[src/rtl/seek_initiator.sv]
// Drives 2310 access strobes (GO/REV/10_20) to seek an absolute cylinder or to recalibrate
// to home, pacing each step on the drive's ACCESS_RDY handshake.
`timescale 1ns/1ps
module seek_initiator #(
  parameter int SETUP_US   = 2,
  parameter int GO_US      = 10,
  parameter int RDY_TMO_US = 20000,
  parameter int MAX_CYL    = 202
) (
  input  logic       clock,
  input  logic       reset,
  input  logic       clkenbl_1usec,
  input  logic       seek_start,
  input  logic       recal_start,
  input  logic [7:0] target_cyl,
  input  logic       BUS_ACCESS_RDY_H,
  input  logic       BUS_HOME_L,
  output logic       BUS_ACC_GO_L,
  output logic       BUS_ACC_REV_L,
  output logic       BUS_10_20_L,
  output logic       busy,
  output logic       done,
  output logic       error,
  output logic [7:0] current_cyl
);

  localparam int                TMR_W       = $clog2(RDY_TMO_US + 1);
  localparam logic [TMR_W-1:0]  SETUP_END   = TMR_W'(SETUP_US - 1);
  localparam logic [TMR_W-1:0]  GO_END      = TMR_W'(GO_US - 1);
  localparam logic [TMR_W-1:0]  TMO_END     = TMR_W'(RDY_TMO_US - 1);
  localparam logic [7:0]        MAX_CYL_C   = 8'(MAX_CYL);
  localparam logic [6:0]        RECAL_LIMIT = 7'(MAX_CYL / 2 + 2);

  typedef enum logic [2:0] {
    IDLE, PLAN, SETUP, GO, WAIT_DROP, WAIT_RISE, DONE, ERR
  } state_e;

  state_e           state_q, state_d;
  logic [2:0]       rdy_sync_q, home_sync_q;
  logic             rdy_s, home_l_s;
  logic             recal_q, recal_d;
  logic [7:0]       target_q, target_d;
  logic [7:0]       cyl_q, cyl_d;
  logic [TMR_W-1:0] tmr_q, tmr_d;
  logic [6:0]       recal_steps_q, recal_steps_d;
  logic             go_l_q, rev_l_q, rev_l_d, step2_q, step2_d, error_q, error_d;
  logic [7:0]       diff, stepped_cyl;
  logic [8:0]       step9, sum9;

  assign rdy_s    = rdy_sync_q[2];
  assign home_l_s = home_sync_q[2];

  // Arm position after the step just completed, clamped to the legal cylinder range.
  always_comb begin
    step9 = step2_q ? 9'd2 : 9'd1;
    if (rev_l_q) begin
      sum9        = {1'b0, cyl_q} + step9;
      stepped_cyl = (sum9 > {1'b0, MAX_CYL_C}) ? MAX_CYL_C : sum9[7:0];
    end else begin
      sum9        = {1'b0, cyl_q} - step9;
      stepped_cyl = sum9[8] ? 8'd0 : sum9[7:0];
    end
    diff = (target_q > cyl_q) ? (target_q - cyl_q) : (cyl_q - target_q);
  end

  // NOTE: every variable gets its hold value first so no path through the case infers a latch.
  always_comb begin
    state_d       = state_q;
    recal_d       = recal_q;
    target_d      = target_q;
    cyl_d         = cyl_q;
    tmr_d         = tmr_q;
    recal_steps_d = recal_steps_q;
    rev_l_d       = rev_l_q;
    step2_d       = step2_q;
    error_d       = error_q;

    case (state_q)
      IDLE: begin
        if (seek_start) begin
          recal_d  = 1'b0;
          target_d = target_cyl;
          error_d  = 1'b0;
          state_d  = PLAN;
        end else if (recal_start) begin
          recal_d       = 1'b1;
          recal_steps_d = '0;
          error_d       = 1'b0;
          state_d       = PLAN;
        end
      end
      PLAN: begin
        tmr_d = '0;
        if (recal_q) begin
          if (!home_l_s) begin
            cyl_d   = 8'd0;
            state_d = DONE;
          end else if (recal_steps_q > RECAL_LIMIT) begin
            state_d = ERR;
          end else begin
            rev_l_d = 1'b0;
            step2_d = 1'b1;
            state_d = SETUP;
          end
        end else if (target_q > MAX_CYL_C) begin
          state_d = ERR;
        end else if (target_q == cyl_q) begin
          state_d = DONE;
        end else begin
          rev_l_d = (target_q > cyl_q);
          step2_d = (diff >= 8'd2);
          state_d = SETUP;
        end
      end
      SETUP: begin
        if (clkenbl_1usec) begin
          if (tmr_q == SETUP_END) begin
            tmr_d   = '0;
            state_d = GO;
          end else begin
            tmr_d = tmr_q + TMR_W'(1);
          end
        end
      end
      GO: begin
        if (clkenbl_1usec) begin
          if (tmr_q == GO_END) begin
            tmr_d   = '0;
            state_d = WAIT_DROP;
          end else begin
            tmr_d = tmr_q + TMR_W'(1);
          end
        end
      end
      WAIT_DROP: begin
        if (!rdy_s) begin
          tmr_d   = '0;
          state_d = WAIT_RISE;
        end else if (clkenbl_1usec) begin
          if (tmr_q == TMO_END) state_d = ERR;
          else                  tmr_d   = tmr_q + TMR_W'(1);
        end
      end
      WAIT_RISE: begin
        if (rdy_s) begin
          cyl_d = stepped_cyl;
          if (recal_q) recal_steps_d = recal_steps_q + 7'd1;
          // A reverse step that lands on home resynchronises the estimate; in seek mode an
          // estimate of zero without HOME means the tracked position has drifted.
          if (!rev_l_q && !home_l_s) cyl_d = 8'd0;
          if (!rev_l_q && !recal_q && home_l_s && (stepped_cyl == 8'd0)) state_d = ERR;
          else                                                           state_d = PLAN;
        end else if (clkenbl_1usec) begin
          if (tmr_q == TMO_END) state_d = ERR;
          else                  tmr_d   = tmr_q + TMR_W'(1);
        end
      end
      DONE:    state_d = IDLE;
      ERR:     state_d = IDLE;
      default: state_d = IDLE;
    endcase

    if (state_d == ERR) error_d = 1'b1;
  end

  // NOTE: sequential state uses non-blocking assignments so every flop samples pre-edge values.
  always_ff @(posedge clock) begin
    if (reset) begin
      state_q       <= IDLE;
      rdy_sync_q    <= 3'b111;
      home_sync_q   <= 3'b111;
      recal_q       <= 1'b0;
      target_q      <= 8'd0;
      cyl_q         <= 8'd0;
      tmr_q         <= '0;
      recal_steps_q <= '0;
      go_l_q        <= 1'b1;
      rev_l_q       <= 1'b1;
      step2_q       <= 1'b0;
      error_q       <= 1'b0;
    end else begin
      state_q       <= state_d;
      rdy_sync_q    <= {rdy_sync_q[1:0], BUS_ACCESS_RDY_H};
      home_sync_q   <= {home_sync_q[1:0], BUS_HOME_L};
      recal_q       <= recal_d;
      target_q      <= target_d;
      cyl_q         <= cyl_d;
      tmr_q         <= tmr_d;
      recal_steps_q <= recal_steps_d;
      go_l_q        <= (state_d != GO);
      rev_l_q       <= rev_l_d;
      step2_q       <= step2_d;
      error_q       <= error_d;
    end
  end

  assign BUS_ACC_GO_L  = go_l_q;
  assign BUS_ACC_REV_L = rev_l_q;
  assign BUS_10_20_L   = step2_q;
  assign busy          = (state_q != IDLE);
  assign done          = (state_q == DONE);
  assign error         = error_q;
  assign current_cyl   = cyl_q;

endmodule
[config.mk]
export PLATFORM = sky130hd
export DESIGN_NAME = seek_initiator
export DESIGN_NICKNAME = d
export VERILOG_FILES = /design/src/rtl/seek_initiator.sv
export SDC_FILE = /design/constraint.sdc
export NUM_CORES = 1
export LEC_CHECK = 0
export ABC_CLOCK_PERIOD_IN_PS = 4400
export CORE_ASPECT_RATIO = 1.2
export CORE_MARGIN = 2
export CORE_UTILIZATION = 55
export CTS_BUF_LIST = sky130_fd_sc_hd__clkbuf_8
export CTS_CLUSTER_DIAMETER = 40
export DETAILED_ROUTE_END_ITERATION = 10
export DONT_BUFFER_PORTS = 1
export PLACE_DENSITY = 0.8
export SLEW_MARGIN = 10
export SYNTH_ARGS = -nofsm -noshare
export SYNTH_HDL_FRONTEND = slang
export SYNTH_SLANG_ARGS = --single-unit
[constraint.sdc]
create_clock -name clock -period 4.4 [get_ports clock]
set_input_delay 1.32 -clock clock [delete_from_list [all_inputs] [get_ports clock]]
set_output_delay 1.32 -clock clock [all_outputs]
set_load 0.02 [all_outputs]
== Word-level counts from Yosys, hierarchy flattened ==
Index checks and enable logic that the tools add are counted.
Cells by class
  reductions and logical operators: 24
  $lt $le $gt $ge: 5
  muxes and demuxes: 57
  equal/unequal tests: 26
  $add $sub $neg: 6
Operators with widths (count)
  $mux 15: 8
  $pmux 15 s5: 1
  $mux 8: 8
  $mux 3: 16
  $mux 7: 4
  $ne 2x2->1 const B: 13
  $pmux 3 s7: 1
  $mux 1: 16
  $pmux 8 s2: 1
  $sub 8x8->8: 2
  $add 15x1->15 const B: 1
  $eq 15x1->1 const B: 1
  $eq 15x15->1 const B: 1
  $eq 15x4->1 const B: 1
  $eq 3x3->1 const B: 5
  $pmux 7 s2: 1
  $reduce_and 5->1: 2
  $add 8x2->9: 1
  $gt 9x8->1 const B: 1
  $sub 8x2->9: 1
  $eq 8x8->1: 1
  $ge 8x2->1 const B: 1
  $gt 8x8->1: 1
  $gt 8x8->1 const B: 1
  other kinds (16): 29
Storage, ports and cells
  bits in registers: 52
  logic and storage cells: 130
  input bits: 15

== Longest topological paths before layout ==
  word-level depth: 13
  gate-level depth with buffers: 14

== Worst setup path after synthesis ==
No wires, ideal clock.
  kind: flip-flop to flip-flop
  from: reg step2_q (netlist: BUS_10_20_L)
  to: reg error_q (netlist: error)
  path slack: 0.997 ns
  stages on the path, launching flop included: 12
  clock period less this slack: 3.403 ns
  library setup time: 0.096 ns
  data required time: 4.304 ns
  data arrival time: 3.307 ns
  path through: dfxtp_1 -> inv_1 -> ha_1 -> fa_1 -> and4_2 -> nor4_4 -> nor4_1 -> o32a_1 -> or4_1 -> nor4_2 -> nor2_1 -> o41ai_2
On the way
  longest elaborated chain between the ends: 13
  elaborated cells between the ends (all ways): 17
  classes of those cells: add/sub: 2; order compare: 1; eq/ne: 1; mux: 8; reduce/logical: 5
RTL lines
  from (decl): line 46  | logic go_l_q, rev_l_q, rev_l_d, step2_q, step2_d, error_q, error_d;
  from (signal assigned): line 192  | step2_q <= step2_d;
  $mux 2 (*): line 55  | step9 = step2_q ? 9'd2 : 9'd1;
  $add 8x2->9: line 57  | sum9 = {1'b0, cyl_q} + step9;
  $gt 9x8->1: line 58  | stepped_cyl = (sum9 > {1'b0, MAX_CYL_C}) ? MAX_CYL_C : sum9[7:0];
  $mux 8: line 58
  $mux 8 (*): line 56  | if (rev_l_q) begin
  $logic_not 8->1 (*): line 151  | if (!rev_l_q && !recal_q && home_l_s && (stepped_cyl == 8'd0)) state_d = ERR;
  $logic_and 1x1->1 (*): line 151
  $mux 3 (*): line 151
  $mux 3 (*): line 145  | if (rdy_s) begin
  $pmux 3 s7 (*): line 78  | case (state_q)
  $eq 3x3->1 (*): line 163  | if (state_d == ERR) error_d = 1'b1;
  $reduce_bool 3->1 (no source line) or $reduce_bool 2->1 (tied branches)
  $reduce_and 2->1 (no source line)
  to (signal assigned): line 193  | error_q <= error_d;
  to (decl): line 46
Mark *: on every way between the ends. The rest lies on a longest branch, timed or not.
A chain may end at the register's enable or synchronous reset.

== Worst setup path after layout ==
Same ends and word-level chain as after synthesis.

==> flow_metrics.env <==
export IMPL_status="finished, final reports clean"
export IMPL_worstHoldEndpoint="rdy_sync_q[1]"
export IMPL_leakage_nw=1.57
export IMPL_cts_sinks=52
export IMPL_fin_crit_ps=3850
export IMPL_drt_pass1_iterations=5
export IMPL_rows=33
export IMPL_reg2reg_from="BUS_10_20_L"
export IMPL_h_tree_depth=2
export IMPL_fillers=636
export IMPL_hp_start="rdy_sync_q[0]"
export IMPL_dp_final_hpwl_um=7100
export IMPL_synthesis_area_um2=3860
export IMPL_gr_total_overflow=0
export IMPL_reg2reg_depth=11
export IMPL_rrSetupSlack_ps=550
export IMPL_syn_area_per_cell_um2=7.64
export IMPL_grt_pass1_vias=3255
export IMPL_vias=3586
export IMPL_tightestPinTransition_ps=777
export IMPL_rsz0062_at_grt="false"
export IMPL_final_nets=537
export IMPL_synth_distinct_cells=71
export IMPL_crit_family="simple AND/OR/NAND/NOR gates"
export IMPL_vdd_drop_max_uv=357
export IMPL_cts_hold_buf=0
export IMPL_viasPerCell=6.14
export IMPL_grt_max_degree=44
export IMPL_dr_first_iter_drc_count=186
export IMPL_cp_max_fo=5
export IMPL_syn_inst=505
export IMPL_hold_depth=1
export IMPL_relSlewSlack=0.481
export IMPL_cpPeakStageDelay_ps=590
export IMPL_cp_depth=11
export IMPL_path_cells="inv_1, ha_1, fa_1, and4_2, nor4_4, nor4_1, o32a_1, or4_1, nor4_2, nor2_1, o41ai_2"
export IMPL_gp_congestion=0.939
export IMPL_yosysSeqAreaShare=0.270
export IMPL_utilization=0.581
export IMPL_placed_cells=576
export IMPL_fmax_mhz=260
export IMPL_synth_top_area_frac=0.270
export IMPL_crit_buf_inv=1
export IMPL_met3_usage=0.0469
export IMPL_cts_resized=0
export IMPL_synth_edf_count=0
export IMPL_grtUsageMet2=0.432
export IMPL_layout_common_cells="nand2_1 (64), nor2_1 (54), dfxtp_1 (52), a21oi_1 (52), inv_1 (28)"
export IMPL_finalCritPeriodShare=0.874
export IMPL_grt_usage=0.246
export IMPL_dp_slack_ps=617
export IMPL_crit_arrival_ps=4060
export IMPL_wire_per_inst_um=15.8
export IMPL_worst_ep_required_time_ps=4610
export IMPL_ys_flop_type="dfxtp_1"
export IMPL_ys_ff_latch=52
export IMPL_yosys_top_cells_area="dfxtp_1 (27%), ha_1 (7.1%), a21oi_1 (6.7%), nand2_1 (6.2%), nor2_1 (5.3%)"
export IMPL_setup_worst_path_end_class="register"
export IMPL_yosys_area_top_type="dfxtp_1"
export IMPL_start_util=0.566
export IMPL_setup_violations=0
export IMPL_synth_async_sr_flop_share=0
export IMPL_die_area_um2=7700
export IMPL_cts_tree="done"
export IMPL_yosys_warnings=0
export IMPL_diodes=0
export IMPL_area_delta_synth_final_pct=2.66
export IMPL_drv_cap=0
export IMPL_routed_wl_um=9220
export IMPL_final_cells=584
export IMPL_power_density_nw_per_um2=489
export IMPL_ctsLongestPathBuffers=2
export IMPL_grt_pass1_wl_um=15200
export IMPL_die_h_um=95.8
export IMPL_path_class="register to register"
export IMPL_core_area_um2=6810
export IMPL_die_w_um=80.5
export IMPL_cts_setup_buffers=0
export IMPL_hold_path_class="register to register"
export IMPL_route_detailed_drc=0
export IMPL_synth_fp_nets=546
export IMPL_r2r_end="error"
export IMPL_clockRootBuffer="clkbuf_8"
export IMPL_finalSetupTns_ps=0
export IMPL_final_hold_violation_count=0
export IMPL_maxSlewViolCount=0
export IMPL_drive_above_1_share=0.0865
export IMPL_clk_pin_slew_worst_paths_ps=110
export IMPL_layout_commonest_cell="nand2_1"
export IMPL_skew_ps=13.0
export IMPL_grt_busiest_layer="met2"
export IMPL_antenna_found_initial=0
export IMPL_ioPinCount=29
export IMPL_grtUsageMet1=0.299
export IMPL_whs_ps=415
export IMPL_io_buffers=0
export IMPL_cp_start_kind="register"
export IMPL_ant_nets=0
export IMPL_worst_slack_ps=553
export IMPL_worst_path_max_delay_cell="dfxtp_1"
export IMPL_cts_buffers=5
export IMPL_insertion_delay_ps=310
registers in the layout (all words and copies together), names as in the netlist:
name / count
tmr_q: 15
current_cyl: 8
target_q: 8
recal_steps_q: 7
home_sync_q: 3
rdy_sync_q: 3
state_q: 3
BUS_10_20_L: 1
BUS_ACC_GO_L: 1
BUS_ACC_REV_L: 1
error: 1
recal_q: 1
metrics by stage:
stage / total power [mW] / instance area, um^2
floorplan: 1.45 / 3860
global placement: 1.62 / 3870
detailed placement: 1.65 / 3870
CTS: 1.93 / 3960
global route: 2.10 / 3960
finish: 1.94 / 3960
area by class of cell:
cell class	count	area [um^2]	area share
inverter	29	109	0.0275
clock inverter	3	21.3	0.00537
multi-input combinational	401	2560	0.646
timing repair buffer	7	52.6	0.0133
tap	87	109	0.0275
clock buffer	5	68.8	0.0174
sequential	52	1040	0.263
logic make-up (layout without fill, tap and decap cells):
group           after synthesis  count (layout)  synth area share
buf+inv                      52              44            0.0668
mux                          13              13            0.0350
simple gates                220             220             0.288
fa+ha+maj                    26              26            0.0921
flops                        52              52             0.270
compound gates              129             129             0.219
xor+xnor                     13              13            0.0295
layer usage:
layer	part of all wire	vias to the layer above	wire, um
li1	-	1782	-
met1	0.42	1683	3870
met2	0.50	97	4610
met3	0.053	24	487
met4	0.027	0	249
met5	0	-	0
worst max-delay path by stage:
stage,start,endpoint
final,BUS_10_20_L,error
after global routing,current_cyl[5],BUS_10_20_L
after CTS,BUS_10_20_L,error
after detailed placement,BUS_10_20_L,error
after global placement,BUS_10_20_L,error
after floorplan,BUS_10_20_L,error
where the power goes:
| part | internal [mW] | switching [mW] |
|---|---|---|
| combinational | 0.409 | 0.615 |
| sequential | 0.516 | 0.117 |
| clock | 0.113 | 0.166 |
cell usage after synthesis, types with 9 or more instances:
library cell,instances
clkbuf_1,13
mux2i_1,9
a21oi_1,52
ha_1,22
inv_1,28
nand2_1,64
and3_1,12
nor3_1,13
nand3_1,16
nor2_1,54
o21ai_0,23
dfxtp_1,52
or2_2,9
No activity file was read; power rests on OpenSTA's default activity.
